`config.mk`:
```
export PLATFORM = sky130hd
export DESIGN_NAME = vga_dither_stage
export DESIGN_NICKNAME = d
export VERILOG_FILES = /design/src/rtl/vga_pkg.sv /design/src/rtl/vga_bayer_quant.sv /design/src/rtl/vga_dither_stage.sv
export SDC_FILE = /design/constraint.sdc
export NUM_CORES = 1
export LEC_CHECK = 0
export BUFFER_PORTS_ARGS = -buffer_cell sky130_fd_sc_hd__buf_2
export CORE_ASPECT_RATIO = 1.25
export CORE_UTILIZATION = 49
export CTS_CLUSTER_DIAMETER = 150
export DETAILED_ROUTE_END_ITERATION = 16
export PLACE_DENSITY = 0.73
export SYNTH_ARGS = -nofsm -noshare
export SYNTH_HDL_FRONTEND = slang
export SYNTH_HIERARCHICAL = 1
export SYNTH_SLANG_ARGS = --single-unit
```
`constraint.sdc`:
```
create_clock -name clk -period 3.55 [get_ports clk]
set_clock_uncertainty 0.15 [all_clocks]
set_input_delay 0.71 -clock clk [delete_from_list [all_inputs] [get_ports clk]]
set_output_delay 0.71 -clock clk [all_outputs]
set_load 0.02 [all_outputs]
```
`src/rtl/vga_pkg.sv`:
```
// Shared VGA definitions: Bayer matrix, palette encoding, PMOD bit map and 640x480 timing.
// The TEMPORAL_DITHER_EN build option is consumed by vga_dither_stage.
package vga_pkg;

    typedef enum logic [1:0] {
        PAL_GREY = 2'd0,
        PAL_WARM = 2'd1,
        PAL_COOL = 2'd2,
        PAL_INV  = 2'd3
    } palette_e;

    // One 8-bit intensity per channel, indexed by CH_R/CH_G/CH_B.
    typedef logic [2:0][7:0] rgb_t;

    localparam int CH_R = 0;
    localparam int CH_G = 1;
    localparam int CH_B = 2;

    // uo_out = {hsync, B[0], G[0], R[0], vsync, B[1], G[1], R[1]}
    localparam int PMOD_HSYNC    = 7;
    localparam int PMOD_VSYNC    = 3;
    localparam int PMOD_LSB_BASE = 4;
    localparam int PMOD_MSB_BASE = 0;

    localparam int H_ACTIVE = 640;
    localparam int H_FRONT  = 16;
    localparam int H_SYNC   = 96;
    localparam int H_BACK   = 48;
    localparam int H_TOTAL  = H_ACTIVE + H_FRONT + H_SYNC + H_BACK;
    localparam int V_ACTIVE = 480;
    localparam int V_FRONT  = 10;
    localparam int V_SYNC   = 2;
    localparam int V_BACK   = 33;
    localparam int V_TOTAL  = V_ACTIVE + V_FRONT + V_SYNC + V_BACK;

    function automatic logic [3:0] bayer(input logic [1:0] row, input logic [1:0] col);
        logic [3:0] t;
        t = 4'd0;
        case ({row, col})
            4'b00_00: t = 4'd0;
            4'b00_01: t = 4'd8;
            4'b00_10: t = 4'd2;
            4'b00_11: t = 4'd10;
            4'b01_00: t = 4'd12;
            4'b01_01: t = 4'd4;
            4'b01_10: t = 4'd14;
            4'b01_11: t = 4'd6;
            4'b10_00: t = 4'd3;
            4'b10_01: t = 4'd11;
            4'b10_10: t = 4'd1;
            4'b10_11: t = 4'd9;
            4'b11_00: t = 4'd15;
            4'b11_01: t = 4'd7;
            4'b11_10: t = 4'd13;
            4'b11_11: t = 4'd5;
            default:  t = 4'd0;
        endcase
        return t;
    endfunction

    function automatic rgb_t palette_map(input palette_e pal, input logic [7:0] n);
        rgb_t c;
        c = '0;
        case (pal)
            PAL_GREY: begin
                c[CH_R] = n;
                c[CH_G] = n;
                c[CH_B] = n;
            end
            PAL_WARM: begin
                c[CH_R] = n;
                c[CH_G] = n >> 1;
                c[CH_B] = n >> 2;
            end
            PAL_COOL: begin
                c[CH_R] = n >> 2;
                c[CH_G] = n >> 1;
                c[CH_B] = n;
            end
            PAL_INV: begin
                c[CH_R] = ~n;
                c[CH_G] = ~n;
                c[CH_B] = ~n;
            end
            default: c = '0;
        endcase
        return c;
    endfunction

endpackage

```
`src/rtl/vga_bayer_quant.sv`:
```
// Reduces one 8-bit channel to 2 bits: the fractional nibble is compared with the
// Bayer threshold and rounds the coarse level up, saturating at 3.
module vga_bayer_quant (
    input  logic [7:0] intensity_i,
    input  logic [3:0] thresh_i,
    output logic [1:0] level_o
);

    logic [1:0] coarse;
    logic [3:0] frac;
    logic       unused_lsb;

    assign coarse     = intensity_i[7:6];
    assign frac       = intensity_i[5:2];
    assign unused_lsb = ^intensity_i[1:0];

    assign level_o = ((frac > thresh_i) && (coarse != 2'd3)) ? coarse + 2'd1 : coarse;

endmodule

```
`src/rtl/vga_dither_stage.sv`:
```
// Two-stage pixel back-end: palette lookup + Bayer threshold, then 2-bit quantise and PMOD pack.
// Define TEMPORAL_DITHER_EN to rotate the Bayer pattern over a 4-frame cycle.
module vga_dither_stage
    import vga_pkg::*;
#(
    parameter int NOISE_W = 8,
    parameter int LATENCY = 2
) (
    input  logic               clk,
    input  logic               rst_n,
    input  logic               hsync_in,
    input  logic               vsync_in,
    input  logic               display_on_in,
    input  logic [9:0]         x_in,
    input  logic [9:0]         y_in,
    input  logic [NOISE_W-1:0] noise_in,
    input  logic [1:0]         palette_sel,
    output logic [7:0]         uo_out
);

    generate
        if (NOISE_W != 8) begin : g_bad_noise_w
            $error("vga_dither_stage supports only NOISE_W = 8");
        end
        if (LATENCY != 2) begin : g_bad_latency
            $error("vga_dither_stage has a fixed LATENCY of 2");
        end
    endgenerate

    palette_e   pal_q;
    logic       hsync_s1_q;
    logic       vsync_s1_q;
    logic       de_s1_q;
    rgb_t       rgb_s1_q;
    logic [3:0] thr_s1_q;
    logic [7:0] uo_q;

    rgb_t       rgb_d;
    logic [3:0] thr_d;
    logic [7:0] uo_d;
    logic       vsync_rise;
    logic [1:0] row_idx;
    logic [1:0] col_idx;
    logic       unused_pos;

    // Rising edge is judged against the vsync already held in stage 1.
    assign vsync_rise = vsync_in & ~vsync_s1_q;
    assign unused_pos = ^{x_in[9:2], y_in[9:2]};

`ifdef TEMPORAL_DITHER_EN
    logic [1:0] frame_cnt_q;

    always_ff @(posedge clk or negedge rst_n) begin
        if (!rst_n) begin
            frame_cnt_q <= 2'd0;
        end else if (vsync_rise) begin
            frame_cnt_q <= frame_cnt_q + 2'd1;
        end
    end

    assign row_idx = y_in[1:0] + {frame_cnt_q[1], 1'b0};
    assign col_idx = x_in[1:0] + {frame_cnt_q[0], 1'b0};
`else
    assign row_idx = y_in[1:0];
    assign col_idx = x_in[1:0];
`endif

    assign rgb_d = palette_map(pal_q, noise_in[7:0]);
    assign thr_d = bayer(row_idx, col_idx);

    // Palette updates take effect for the capture after the one on the vsync edge.
    always_ff @(posedge clk or negedge rst_n) begin
        if (!rst_n) begin
            pal_q      <= PAL_GREY;
            hsync_s1_q <= 1'b0;
            vsync_s1_q <= 1'b0;
            de_s1_q    <= 1'b0;
            rgb_s1_q   <= '0;
            thr_s1_q   <= 4'd0;
        end else begin
            if (vsync_rise) begin
                pal_q <= palette_e'(palette_sel);
            end
            hsync_s1_q <= hsync_in;
            vsync_s1_q <= vsync_in;
            de_s1_q    <= display_on_in;
            rgb_s1_q   <= rgb_d;
            thr_s1_q   <= thr_d;
        end
    end

    logic [2:0][1:0] level;

    generate
        for (genvar gi = 0; gi < 3; gi++) begin : g_chan
            vga_bayer_quant u_quant (
                .intensity_i (rgb_s1_q[gi]),
                .thresh_i    (thr_s1_q),
                .level_o     (level[gi])
            );
        end
    endgenerate

    always_comb begin
        uo_d             = 8'h00;
        uo_d[PMOD_HSYNC] = hsync_s1_q;
        uo_d[PMOD_VSYNC] = vsync_s1_q;
        for (int c = 0; c < 3; c++) begin
            uo_d[PMOD_LSB_BASE + c] = de_s1_q & level[c][0];
            uo_d[PMOD_MSB_BASE + c] = de_s1_q & level[c][1];
        end
    end

    always_ff @(posedge clk or negedge rst_n) begin
        if (!rst_n) begin
            uo_q <= 8'h00;
        end else begin
            uo_q <= uo_d;
        end
    end

    assign uo_out = uo_q;

endmodule
```
Yosys cells after proc, flatten, opt, wreduce, memory -nomap -nowiden --
Memories as Yosys holds them, arrays and structs flattened. A register that Yosys moved wholly into a read port is not among the register bits. Cells that the tools add are included.
Word-level totals: ROM bits 64, memories kept 1, input port bits 35, output and inout bits 8, flip-flop bits (word level) 37
Memories:
- (no name shown) | words 16, width 4, read ports 1, clocked after Yosys merged registers in 1, write ports 0, line vga_pkg.sv:39 | case ({row, col})
Operators by class: bitwise operators 9, reduce and logical (&&, ||, !) cells 5, magnitude comparators 3, add/sub/neg operators 3, muxes and demuxes 4, eq/ne operators 6
Operator list (number):
- 24-bit one-hot mux with 4 select lines | 1
- 4-bit > comparator | 3
- 8-bit NOT | 1
- 1-bit AND | 7
- 2-bit by 1-bit adder with 2-bit output (second input constant) | 3
- 2-bit two-way mux | 3
- 2-bit != test (second input constant) | 3
- 2-bit == test (second input constant) | 2
- 1-bit logical AND | 3
- 2-bit by 1-bit == test with 1-bit output (second input constant) | 1
- 2-bit logical NOT | 1
- 1-bit logical NOT | 1
- 1-bit NOT | 1

Logic depth before layout (Yosys ltp) --
Gate-level depths: netlist (run 1).
depth in word-level cells 4, depth in mapped cells 7

Cells and area by module --
Netlist (run 1), hierarchy kept.
Modules (own cells, without submodules):
- vga_dither_stage | times used 1, cells each 137, seq. area each 1026.0 um2, area an instance 1600.3 um2
- vga_bayer_quant | times used 3, cells each 16, seq. area each 0.0 um2, area an instance 151.4 um2

Worst setup path after synthesis (run 1) --
No wires, ideal clock.
kind reg2reg, from register thr_s1_q[3], to register uo_q[0], in the netlist uo_out[0], setup slack 1.788 ns, clock period less this slack 1.762 ns, arrival time 1.493 ns, cell stages (with the launch flop) 7, setup time 0.119 ns, path through dfrtp_1 > inv_1 > ha_1 > a41o_1 > a21oi_2 > mux2_4 > and2_1
RTL lines:
- start, declared | line vga_dither_stage.sv:35 | logic [3:0] thr_s1_q;
- end signal, assigned | line vga_dither_stage.sv:118 | uo_q <= uo_d;
- end, declared | line vga_dither_stage.sv:36 | logic [7:0] uo_q;

==> results of run 1 <==
==> state kept, by name, summed over array words and instances, names as in the netlist <==
register and cells:
de_s1_q 1, hsync_s1_q 1, pal_q 2, rgb_s1_q 18, thr_s1_q 4, uo_out 8, vsync_s1_q 1
==> per-layer routing <==
metal | share of wire [%] | wire [um]
met2 | 52 | 1470
met4 | 2.1 | 59
met1 | 42 | 1190
met5 | 0 | 0
met3 | 4.2 | 119
==> cells in the final DEF (no fill, tap or decap), drive strengths merged, types with 2 or more instances in the layout <==
master / instances
and2: 6
clkinvlp: 2
clkbuf: 5
a21oi: 11
dfrtp: 35
mux2: 5
ha: 15
nor2: 7
o31ai: 2
o21ai: 9
a31oi: 3
xor2: 5
nand2: 8
o211ai: 5
nand2b: 3
a41o: 3
buf: 24
a21o: 2
nor2b: 6
nand3: 3
inv: 14
o21a: 2
==> layout make-up <==
class	count	area share, %
inverter	14	2.63
tap	39	2.44
multi-input combinational	102	40.6
timing repair buffer	24	6.01
clock buffer	5	3.44
sequential	35	43.8
clock inverter	3	1.00
==> power groups by stage <==
stage / Combinational (mW) / Sequential [mW] / Clock [mW]
2_1_floorplan: 0.251 / 0.515 / 0
3_3_place_gp: 0.303 / 0.518 / 0
6_report: 0.316 / 0.511 / 0.279
5_1_grt: 0.355 / 0.521 / 0.306
3_5_place_dp: 0.318 / 0.519 / 0
4_1_cts: 0.320 / 0.511 / 0.287
==> worst max path at each step <==
stage,start,endpoint,depth (start not counted)
final,thr_s1_q[3],uo_out[0],6
after CTS,thr_s1_q[3],uo_out[0],6
after global placement,thr_s1_q[1],uo_out[1],6
after global routing,thr_s1_q[1],uo_out[0],7
after detailed placement,thr_s1_q[3],uo_out[0],6
after floorplan,thr_s1_q[3],uo_out[0],6
==> stage by stage <==
stage	std cells	total power [mW]	hold slack (ns)	area [um2]
after global routing	222	1.18	0.220	2000
after detailed placement	214	0.836	0.192	1910
final	222	1.11	0.204	2000
after floorplan	161	0.766	0.181	1800
after CTS	222	1.12	0.208	2000
after global placement	214	0.821	0.185	1910
==> out/qor_table.md, run 1 <==
| Stage | Parameter | This run |
|:---|:---|:---|
| run status | Result of the run | complete, no violations |
| drt | Final routed wire length divided by cell count | 12.8 um |
| drt | DRT antenna net count | 0 |
| hold path | Number of cells on the worst hold path | 0 |
| cts | Post-CTS Resized | 0 |
| layout | Area growth syn-to-layout | 11.2% |
| power | Clock Power Share | 25.2% |
| global route | Fraction of met2 tracks used by global routing | 30.0% |
| die | Number of primary I/O pins | 43 |
| power | Power spent charging and discharging nets | 0.349 mW |
| layout | Number of antenna cells inserted | 0 |
| drt | Total number of vias | 1162 |
| die | Die height | 69.7 um |
| die | Die span in x | 56.2 um |
| yosys | Mean post-synth cell area | 11.2 um2 |
| global route | Grt peak-use layer | met2 |
| placed design | Post-Place Worst Slack | 1.68 ns |
| die | Die outline area | 3910 um2 |
| yosys | Synth Warn # | 6 |
| layout | Proportion of layout cells with a drive suffix above 1 | 26.2% |
| critical path | Biggest fanout along the worst timing path | 3 |
| die | Placeable core region | 3480 um2 |
| global route | Largest net degree at the start of global routing | 36 |
| global route | Wire length of the first global-routing pass | 5220 um |
| global route | Met1 Resource Use GR | 20.1% |
| power | Switching Fraction | 31.5% |
| global route | Antenna violations before repair | 0 |
| run | Number of max-cap violations | 0 |
| critical path | R2R Path Start | thr_s1_q[3] |
| critical path | Reg-to-reg slack, setup | 1.64 ns |
| critical path | Crit-path leading delay family | compound AO/OA/AOI/OAI gates |
| power | Sequential share of power | 46.2% |
| global route | Global-route usage over all layers | 17.8% |
| placed design | GP Congestion | 0.859 |
| sta | Fin worst setup slack | 1.64 ns |
| cts | Clock latency on the worst-skew pair | 0.28 ns |
| global route | Met3 layer usage reported by global route | 5.22% |
| cts | Maximum clock path buffer count | 2 |
| placed design | Detailed-placement wirelength estimate | 2170 um |
| layout | FILL cells | 297 |
| yosys | Post-Syn Area | 1800 um2 |
| sta | Worst-Margin Slew | 0.936 ns |
| drt | Final wirelength | 2850 um |
| sta | Shortest period the worst path allows | 1.91 ns |
| critical path | Reg2reg path depth | 6 |
| layout | Area occupied by registers | 876 um2 |
| die | Core Rows | 24 |
| power | Lkg Pwr | 1.02 nW |
| layout | Area used by multi-input combinational logic | 812 um2 |
| sta | Final hold vios | 0 |
| critical path | Endpoint of the worst-slack reg-to-reg timing path | uo_out[0] |
| sta | Normalized max-slew margin | 37.6% |
| sta | Final sum of negative setup slack | 0 ns |
| cts | Count of hold buffers inserted by post-cts repair | 0 |
| global route | Grt total ovfl | 0 |
| power | Internal Dissipation | 0.757 mW |
| hold path | Hold Crit Start | hsync_s1_q |
| hold path | End point of the most critical hold path | uo_out[7] |
| die | Initial Util | 51.6% |
| drt | Initial detailed-routing violation count | 21 |
| sta | Maximum achievable frequency | 525 MHz |
| critical path | Data arrival time at the worst-slack endpoint | 1.93 ns |
| cts | Number of clock sinks seen by CTS | 35 |
| cts | Deepest level of the CTS H-tree | 2 |
| sta | Post-route clock period utilization | 53.7% |
| cts | Total clock buffers created by CTS | 5 |
| drt | DRC | 0 |
| power | Power per Cell Area | 554 nW/um2 |
| critical path | Required time of the worst setup path | 3.58 ns |
| critical path | Delay contributed by the slowest stage of the critical path | 0.39 ns |
| critical path | Startpoint type of the worst setup path | register |
| drt | First-pass detailed-route iteration total | 4 |
| cts | Setup Fix Bufs, Post-CTS | 0 |
| sta | RSZ-0062 raised after global routing | no |
| hold path | Tightest Hold Check Type | reg -> reg |
| drt | Via/cell ratio | 5.23 |
| sta | Final count of pins violating max slew | 0 |
| layout | Count of nets after finishing | 232 |
| placed design | Number of buffers inserted by port buffering | 24 |
| layout | Final Core Density | 57.4% |
| cts | Clock transition time at the flip-flop clock pins of the worst setup and hold paths | 0.07 ns |
| sta | Total of endpoints with negative setup slack in the final report | 0 |
| yosys | Nets in the synthesized netlist | 211 |
| power | Largest vdd supply drop | 0.386 mV |
| global route | Number of global-route vias before repair | 1184 |
| critical path | Sum of buffers and inverters on the critical path | 1 |
| cts | Clock tree from TritonCTS | yes |
| cts | CTS Root Cell | sky130_fd_sc_hd__clkbuf_8 |
| critical path | Critical Path, Cell by Cell | inv_1, ha_1, a41o_1, a21oi_2, mux2_4, and2_1 |
| critical path | Start-to-end type of the worst setup path | reg -> reg |
| power | Share of power burned in combinational logic | 28.6% |
| yosys | Post-Syn Instances | 161 |
| critical path | Crit end category | register |
| critical path | Slowest stage cell on the critical path | sky130_fd_sc_hd__dfrtp_1 |
(Power assumes the default switching activity.)
==> run 2: changes to the inputs <==
- clock period: 3.55 -> 2 ns (I/O delays scaled with it)
==> run 2 against run 1 <==
Wire length increased by 8.4%. Highest routed layer unchanged. Clock-buffer cell count increased by 1. Worst hold slack got worse by 0.20 ns. Utilization increased by 0.47 points. Sequential power increased by 75%. Final area increased by 0.81%. Sequential share of layout area decreased by 0.35 points. Critical endpoint unchanged. Register-to-register slack got worse by 1.6 ns. First-iteration DRC count increased by 38%. Sequential cell count unchanged. Die area unchanged.
==> out/qor_table.md, run 2 (synthesis gave the netlist of run 1 again) <==
| Stage | Parameter | This run |
|:---|:---|:---|
| die | Initial Util | 51.6% |
| global route | Wire length of the first global-routing pass | 5560 um |
| layout | Final cell count without fillers | 223 |
| sta | Final sum of negative setup slack | 0 ns |
| die | Die span in x | 56.2 um |
| sta | Final hold vios | 0 |
| die | Die outline area | 3910 um2 |
| drt | DRC | 0 |
| layout | Register name with the most flops | rgb_s1_q |
| layout | Most common cell after layout, fill and taps aside | sky130_fd_sc_hd__dfrtp_1 |
| global route | Grt total ovfl | 0 |
| layout | Flip-flop count of the largest register after layout | 18 |
| power | Lkg Pwr | 1.03 nW |
| drt | Total number of vias | 1192 |
| placed design | Number of buffers inserted by port buffering | 24 |
| layout | Count of nets after finishing | 233 |
| die | Placeable core region | 3480 um2 |
| layout | Number of antenna cells inserted | 0 |
| sta | Final count of pins violating max slew | 0 |
| hold path | Tightest Hold Check Type | in -> async |
| power | Largest vdd supply drop | 0.730 mV |
| layout | Highest-count cells in the layout ignoring fill and taps | sky130_fd_sc_hd__dfrtp_1, sky130_fd_sc_hd__buf_2, sky130_fd_sc_hd__ha_1 |
| drt | Final wirelength | 3090 um |
| layout | Final Instance Area | 2010 um2 |
| critical path | Crit end category | register |
| cts | Number of clock sinks seen by CTS | 35 |
| placed design | Standard cell area after detailed placement | 1930 um2 |
| placed design | DP Cell Count | 215 |
| placed design | GP Congestion | 0.844 |
| global route | Global-route usage over all layers | 19.0% |
| die | Die height | 69.7 um |
| critical path | Data arrival time at the worst-slack endpoint | 1.93 ns |
| cts | Maximum clock path buffer count | 2 |
| die | Number of primary I/O pins | 43 |
| run status | Result of the run | complete, no violations |
| global route | Number of global-route vias before repair | 1274 |
| critical path | Sum of buffers and inverters on the critical path | 1 |
| critical path | Startpoint type of the worst setup path | register |
| cts | Deepest level of the CTS H-tree | 2 |
| cts | Setup Fix Bufs, Post-CTS | 0 |
| cts | Total clock buffers created by CTS | 5 |
| drt | Initial detailed-routing violation count | 29 |
| drt | Final routed wire length divided by cell count | 13.8 um |
| sta | RSZ-0062 raised after global routing | no |
| die | Core Rows | 24 |
| sta | Normalized max-slew margin | 47.5% |
| cts | Post-CTS Resized | 0 |
| sta | Worst-Margin Slew | 0.787 ns |
| drt | Via/cell ratio | 5.35 |
| cts | Clock latency on the worst-skew pair | 0.29 ns |
| critical path | Critical Path, Cell by Cell | inv_1, ha_1, a41o_1, a21oi_2, mux2_4, and2_1 |
| sta | Worst slack on hold paths | 0.00732 ns |
| layout | FILL cells | 326 |
| global route | Antenna violations before repair | 0 |
| placed design | Detailed-placement wirelength estimate | 2340 um |
| layout | Proportion of layout cells with a drive suffix above 1 | 26.1% |
| critical path | Start-to-end type of the worst setup path | reg -> reg |
| power | Power per Cell Area | 983 nW/um2 |
| critical path | Required time of the worst setup path | 2.03 ns |
| drt | DRT antenna net count | 0 |
| sta | Shortest period the worst path allows | 1.91 ns |
| layout | Area growth syn-to-layout | 12.1% |
| critical path | Crit-path leading delay family | compound AO/OA/AOI/OAI gates |
| cts | CTS Root Cell | sky130_fd_sc_hd__clkbuf_8 |
| global route | Largest net degree at the start of global routing | 36 |
| run | Number of max-cap violations | 0 |
| sta | Post-route clock period utilization | 95.4% |
| cts | Count of hold buffers inserted by post-cts repair | 0 |
| cts | Clock tree from TritonCTS | yes |
| critical path | Delay contributed by the slowest stage of the critical path | 0.39 ns |
| drt | First-pass detailed-route iteration total | 3 |
| cts | Clock transition time at the flip-flop clock pins of the worst setup and hold paths | 0.07 ns |
| critical path | Biggest fanout along the worst timing path | 3 |
| sta | Maximum achievable frequency | 524 MHz |
| sta | Total of endpoints with negative setup slack in the final report | 0 |
| critical path | Slowest stage cell on the critical path | sky130_fd_sc_hd__dfrtp_1 |
[run 2: worst register-to-register path, cell delays in order, from the launching register on]
cell	delay, ns
sky130_fd_sc_hd__dfrtp_1	0.39
sky130_fd_sc_hd__inv_1	0.06
sky130_fd_sc_hd__ha_1	0.31
sky130_fd_sc_hd__a41o_1	0.27
sky130_fd_sc_hd__a21oi_2	0.17
sky130_fd_sc_hd__mux2_4	0.31
sky130_fd_sc_hd__and2_1	0.15
[run 2: through the flow]
step | utilization [%] | setup slack [ns] | power, mW
2_1_floorplan | - | 0.238 | 1.36
3_3_place_gp | 55.4 | 0.152 | 1.47
3_5_place_dp | 55.4 | 0.111 | 1.51
4_1_cts | 57.8 | 0.0756 | 2.00
5_1_grt | 57.8 | 0.00649 | 2.10
6_report | 57.8 | 0.0920 | 1.98
[run 2: power by group]
| part | switching, mW | leakage, nW | internal (mW) |
|---|---|---|---|
| Combinational | 0.305 | 0.569 | 0.297 |
| Sequential | 0.0748 | 0.418 | 0.819 |
| Clock | 0.241 | 0.0412 | 0.243 |
[run 2: metal layers]
| layer | global-route usage [%] | routed length (um) |
|---|---|---|
| met2 | 33.6 | 1680 |
| met5 | 0 | 0 |
| met3 | 4.66 | 95 |
| met4 | 12.7 | 111 |
| met1 | 19.2 | 1200 |
[run 2: final cells by class]
type | instances | area (um2) | share of cell area, %
sequential | 35 | 876 | 43.5
multi-input combinational | 102 | 812 | 40.3
timing repair buffer | 25 | 140 | 6.96
clock buffer | 6 | 72.6 | 3.60
inverter | 14 | 52.6 | 2.61
tap | 39 | 48.8 | 2.42
clock inverter | 2 | 12.5 | 0.621
[run 2: path summary, 6_finish.rpt]
| check | start | endpoint | slack, ns | cells past startpoint |
|---|---|---|---|---|
| setup / recovery | thr_s1_q[1] | uo_out[0] | 0.09 | 6 |
| hold / removal | rst_n | rgb_s1_q[7] | 0.007 | 1 |
| setup reg to reg | thr_s1_q[1] | uo_out[0] | 0.09 | 6 |
| min in group clk | hsync_in | hsync_s1_q | 0.07 | 1 |
| hold reg to reg | hsync_s1_q | uo_out[7] | 0.20 | 0 |
| max in group asynchronous | rst_n | rgb_s1_q[19] | 1.24 | 1 |
==> run 3: changes to the inputs <==
--- a/config.mk
+++ b/config.mk
@@ -7,2 +7,3 @@
 export LEC_CHECK = 0
+export ABC_AREA = 1
 export BUFFER_PORTS_ARGS = -buffer_cell sky130_fd_sc_hd__buf_2
==> constraint.sdc (replaced) <==
create_clock -name clk -period 2.2 [get_ports clk]
set_clock_uncertainty 0.15 [all_clocks]
set_input_delay 0.11 -clock clk [delete_from_list [all_inputs] [get_ports clk]]
set_output_delay 0.11 -clock clk [all_outputs]
set_load 0.02 [all_outputs]
==> run 3 against run 2 <==
Non-clock buffer count grew 15. Combinational power is 16% lower. Critical path depth is 4 higher. Synthesized cell count grew 26%. Sequential share of layout area shrank 2.9 points.
==> out/qor_table.md, run 3 <==
| Stage | Parameter | This run |
|:---|:---|:---|
| critical path | Crit end category | register |
| cts | Number of clock sinks seen by CTS | 35 |
| sta | Total of endpoints with negative setup slack in the final report | 0 |
| yosys | Nets in the synthesized netlist | 253 |
| cts | CTS Root Cell | sky130_fd_sc_hd__clkbuf_8 |
| global route | Largest net degree at the start of global routing | 36 |
| yosys | Mean post-synth cell area | 8.65 um2 |
| cts | Total clock buffers created by CTS | 5 |
| sta | Normalized max-slew margin | 51.2% |
| drt | Final wirelength | 3240 um |
| cts | Deepest level of the CTS H-tree | 2 |
| sta | Post-route clock period utilization | 70.1% |
| sta | Final count of pins violating max slew | 0 |
| layout | Count of nets after finishing | 297 |
| layout | Area growth syn-to-layout | 22.9% |
| placed design | GP Congestion | 0.797 |
| drt | Initial detailed-routing violation count | 47 |
| sta | Maximum achievable frequency | 649 MHz |
| die | Die span in x | 55.6 um |
| run | Number of max-cap violations | 0 |
| sta | Fin worst setup slack | 0.658 ns |
| layout | Most common cell after layout, fill and taps aside | sky130_fd_sc_hd__nand2_1 |
| global route | Global-route usage over all layers | 20.0% |
| power | Power per Cell Area | 820 nW/um2 |
| drt | DRT antenna net count | 0 |
| power | Lkg Pwr | 1.24 nW |
| die | Core Rows | 23 |
| die | Initial Util | 53.1% |
| die | Placeable core region | 3310 um2 |
| critical path | Required time of the worst setup path | 2.23 ns |
| cts | Clock latency on the worst-skew pair | 0.29 ns |
| drt | DRC | 0 |
| sta | RSZ-0062 raised after global routing | no |
| run status | Result of the run | complete, no violations |
| layout | Register name with the most flops | rgb_s1_q |
| layout | Flip-flop count of the largest register after layout | 18 |
| critical path | Start-to-end type of the worst setup path | reg -> reg |
| cts | Post-CTS Resized | 0 |
| placed design | Detailed-placement wirelength estimate | 2260 um |
| sta | Shortest period the worst path allows | 1.54 ns |
| die | Number of primary I/O pins | 43 |
| critical path | Startpoint type of the worst setup path | register |
| yosys | Post-Syn Instances | 203 |
| layout | Highest-count cells in the layout ignoring fill and taps | sky130_fd_sc_hd__nand2_1, sky130_fd_sc_hd__inv_1, sky130_fd_sc_hd__dfrtp_1 |
| cts | Clock tree from TritonCTS | yes |
| hold path | Tightest Hold Check Type | reg -> reg |
| yosys | Synth Warn # | 6 |
| drt | Total number of vias | 1408 |
| power | Largest vdd supply drop | 0.750 mV |
| global route | Antenna violations before repair | 0 |
| cts | Maximum clock path buffer count | 2 |
| die | Die height | 68.9 um |
| yosys | Post-Syn Area | 1760 um2 |
| layout | Number of antenna cells inserted | 0 |
| layout | FILL cells | 269 |
| drt | First-pass detailed-route iteration total | 4 |
| critical path | Biggest fanout along the worst timing path | 3 |
| sta | Final sum of negative setup slack | 0 ns |
| sta | Worst-Margin Slew | 0.731 ns |
| global route | Number of global-route vias before repair | 1416 |
| global route | Wire length of the first global-routing pass | 5730 um |
| drt | Final routed wire length divided by cell count | 11.4 um |
| layout | Proportion of layout cells with a drive suffix above 1 | 18.5% |
| cts | Clock transition time at the flip-flop clock pins of the worst setup and hold paths | 0.08 ns |
| die | Die outline area | 3830 um2 |
| critical path | Data arrival time at the worst-slack endpoint | 1.58 ns |
| placed design | Number of buffers inserted by port buffering | 24 |
| drt | Via/cell ratio | 4.94 |
| placed design | Post-Place Worst Slack | 0.672 ns |
| global route | Grt total ovfl | 0 |
| sta | Final hold vios | 0 |
==> run 3: metrics by stage <==
| step | instance area (um2) | power [mW] | utilization (%) | hold WS, ns | std cells |
|---|---|---|---|---|---|
| 2_1_floorplan | 1760 | 1.15 | - | -0.336 | 203 |
| 3_3_place_gp | 1910 | 1.27 | 57.6 | 0.0659 | 261 |
| 3_5_place_dp | 1910 | 1.28 | 57.6 | 0.0666 | 261 |
| 4_1_cts | 2160 | 1.78 | 65.2 | 0.204 | 285 |
| 5_1_grt | 2160 | 1.90 | 65.2 | 0.225 | 285 |
| 6_report | 2160 | 1.77 | 65.2 | 0.203 | 285 |
==> run 3: path summary, 6_finish.rpt <==
check	start	end	slack, ns	cells past startpoint
min reg2reg	hsync_s1_q	uo_out[7]	0.20	0
max	thr_s1_q[1]	uo_out[2]	0.66	10
min in group asynchronous	rst_n	rgb_s1_q[18]	0.26	2
min	hsync_s1_q	uo_out[7]	0.20	0
max reg2reg	thr_s1_q[1]	uo_out[2]	0.66	10
max in group asynchronous	rst_n	uo_out[4]	1.17	2
==> run 3: where the power goes <==
part	internal [mW]	total (mW)	switching, mW
clock network	0.226	0.476	0.250
registers	0.740	0.791	0.0512
logic	0.196	0.504	0.307
total	1.16	1.77	0.608
==> run 3: timing repair <==
action,4_1_cts,5_1_grt
hold buffers,16,0
endpoints found under the hold margin,57,0
buffers inserted,0,0
==> run 3: critical path, cell delays in order, from the launching register on <==
cell,delay [ns]
sky130_fd_sc_hd__dfrtp_1,0.38
sky130_fd_sc_hd__inv_1,0.06
sky130_fd_sc_hd__ha_1,0.28
sky130_fd_sc_hd__nand2_1,0.11
sky130_fd_sc_hd__nor2_2,0.05
sky130_fd_sc_hd__nor2_2,0.13
sky130_fd_sc_hd__nand2_2,0.07
sky130_fd_sc_hd__nand2_1,0.05
sky130_fd_sc_hd__nand2_1,0.05
sky130_fd_sc_hd__nand2_1,0.06
sky130_fd_sc_hd__inv_1,0.05
==> run 3: final cells by class <==
cell class,instances,area (um2),share of cell area (%)
clock inverter,3,23.8,1.10
clock buffer,5,68.8,3.19
tap,37,46.3,2.14
timing repair buffer,40,280,13.0
sequential,35,876,40.6
multi-input combinational,121,698,32.3
inverter,44,165,7.65
==> run 3: layer usage <==
layer,vias up,share of wire (%),global-route usage (%)
li1,731,-,-
met1,624,39,19.4
met2,48,55,41.4
met3,5,5.3,4.85
met4,0,1.4,6.56
met5,-,0,0
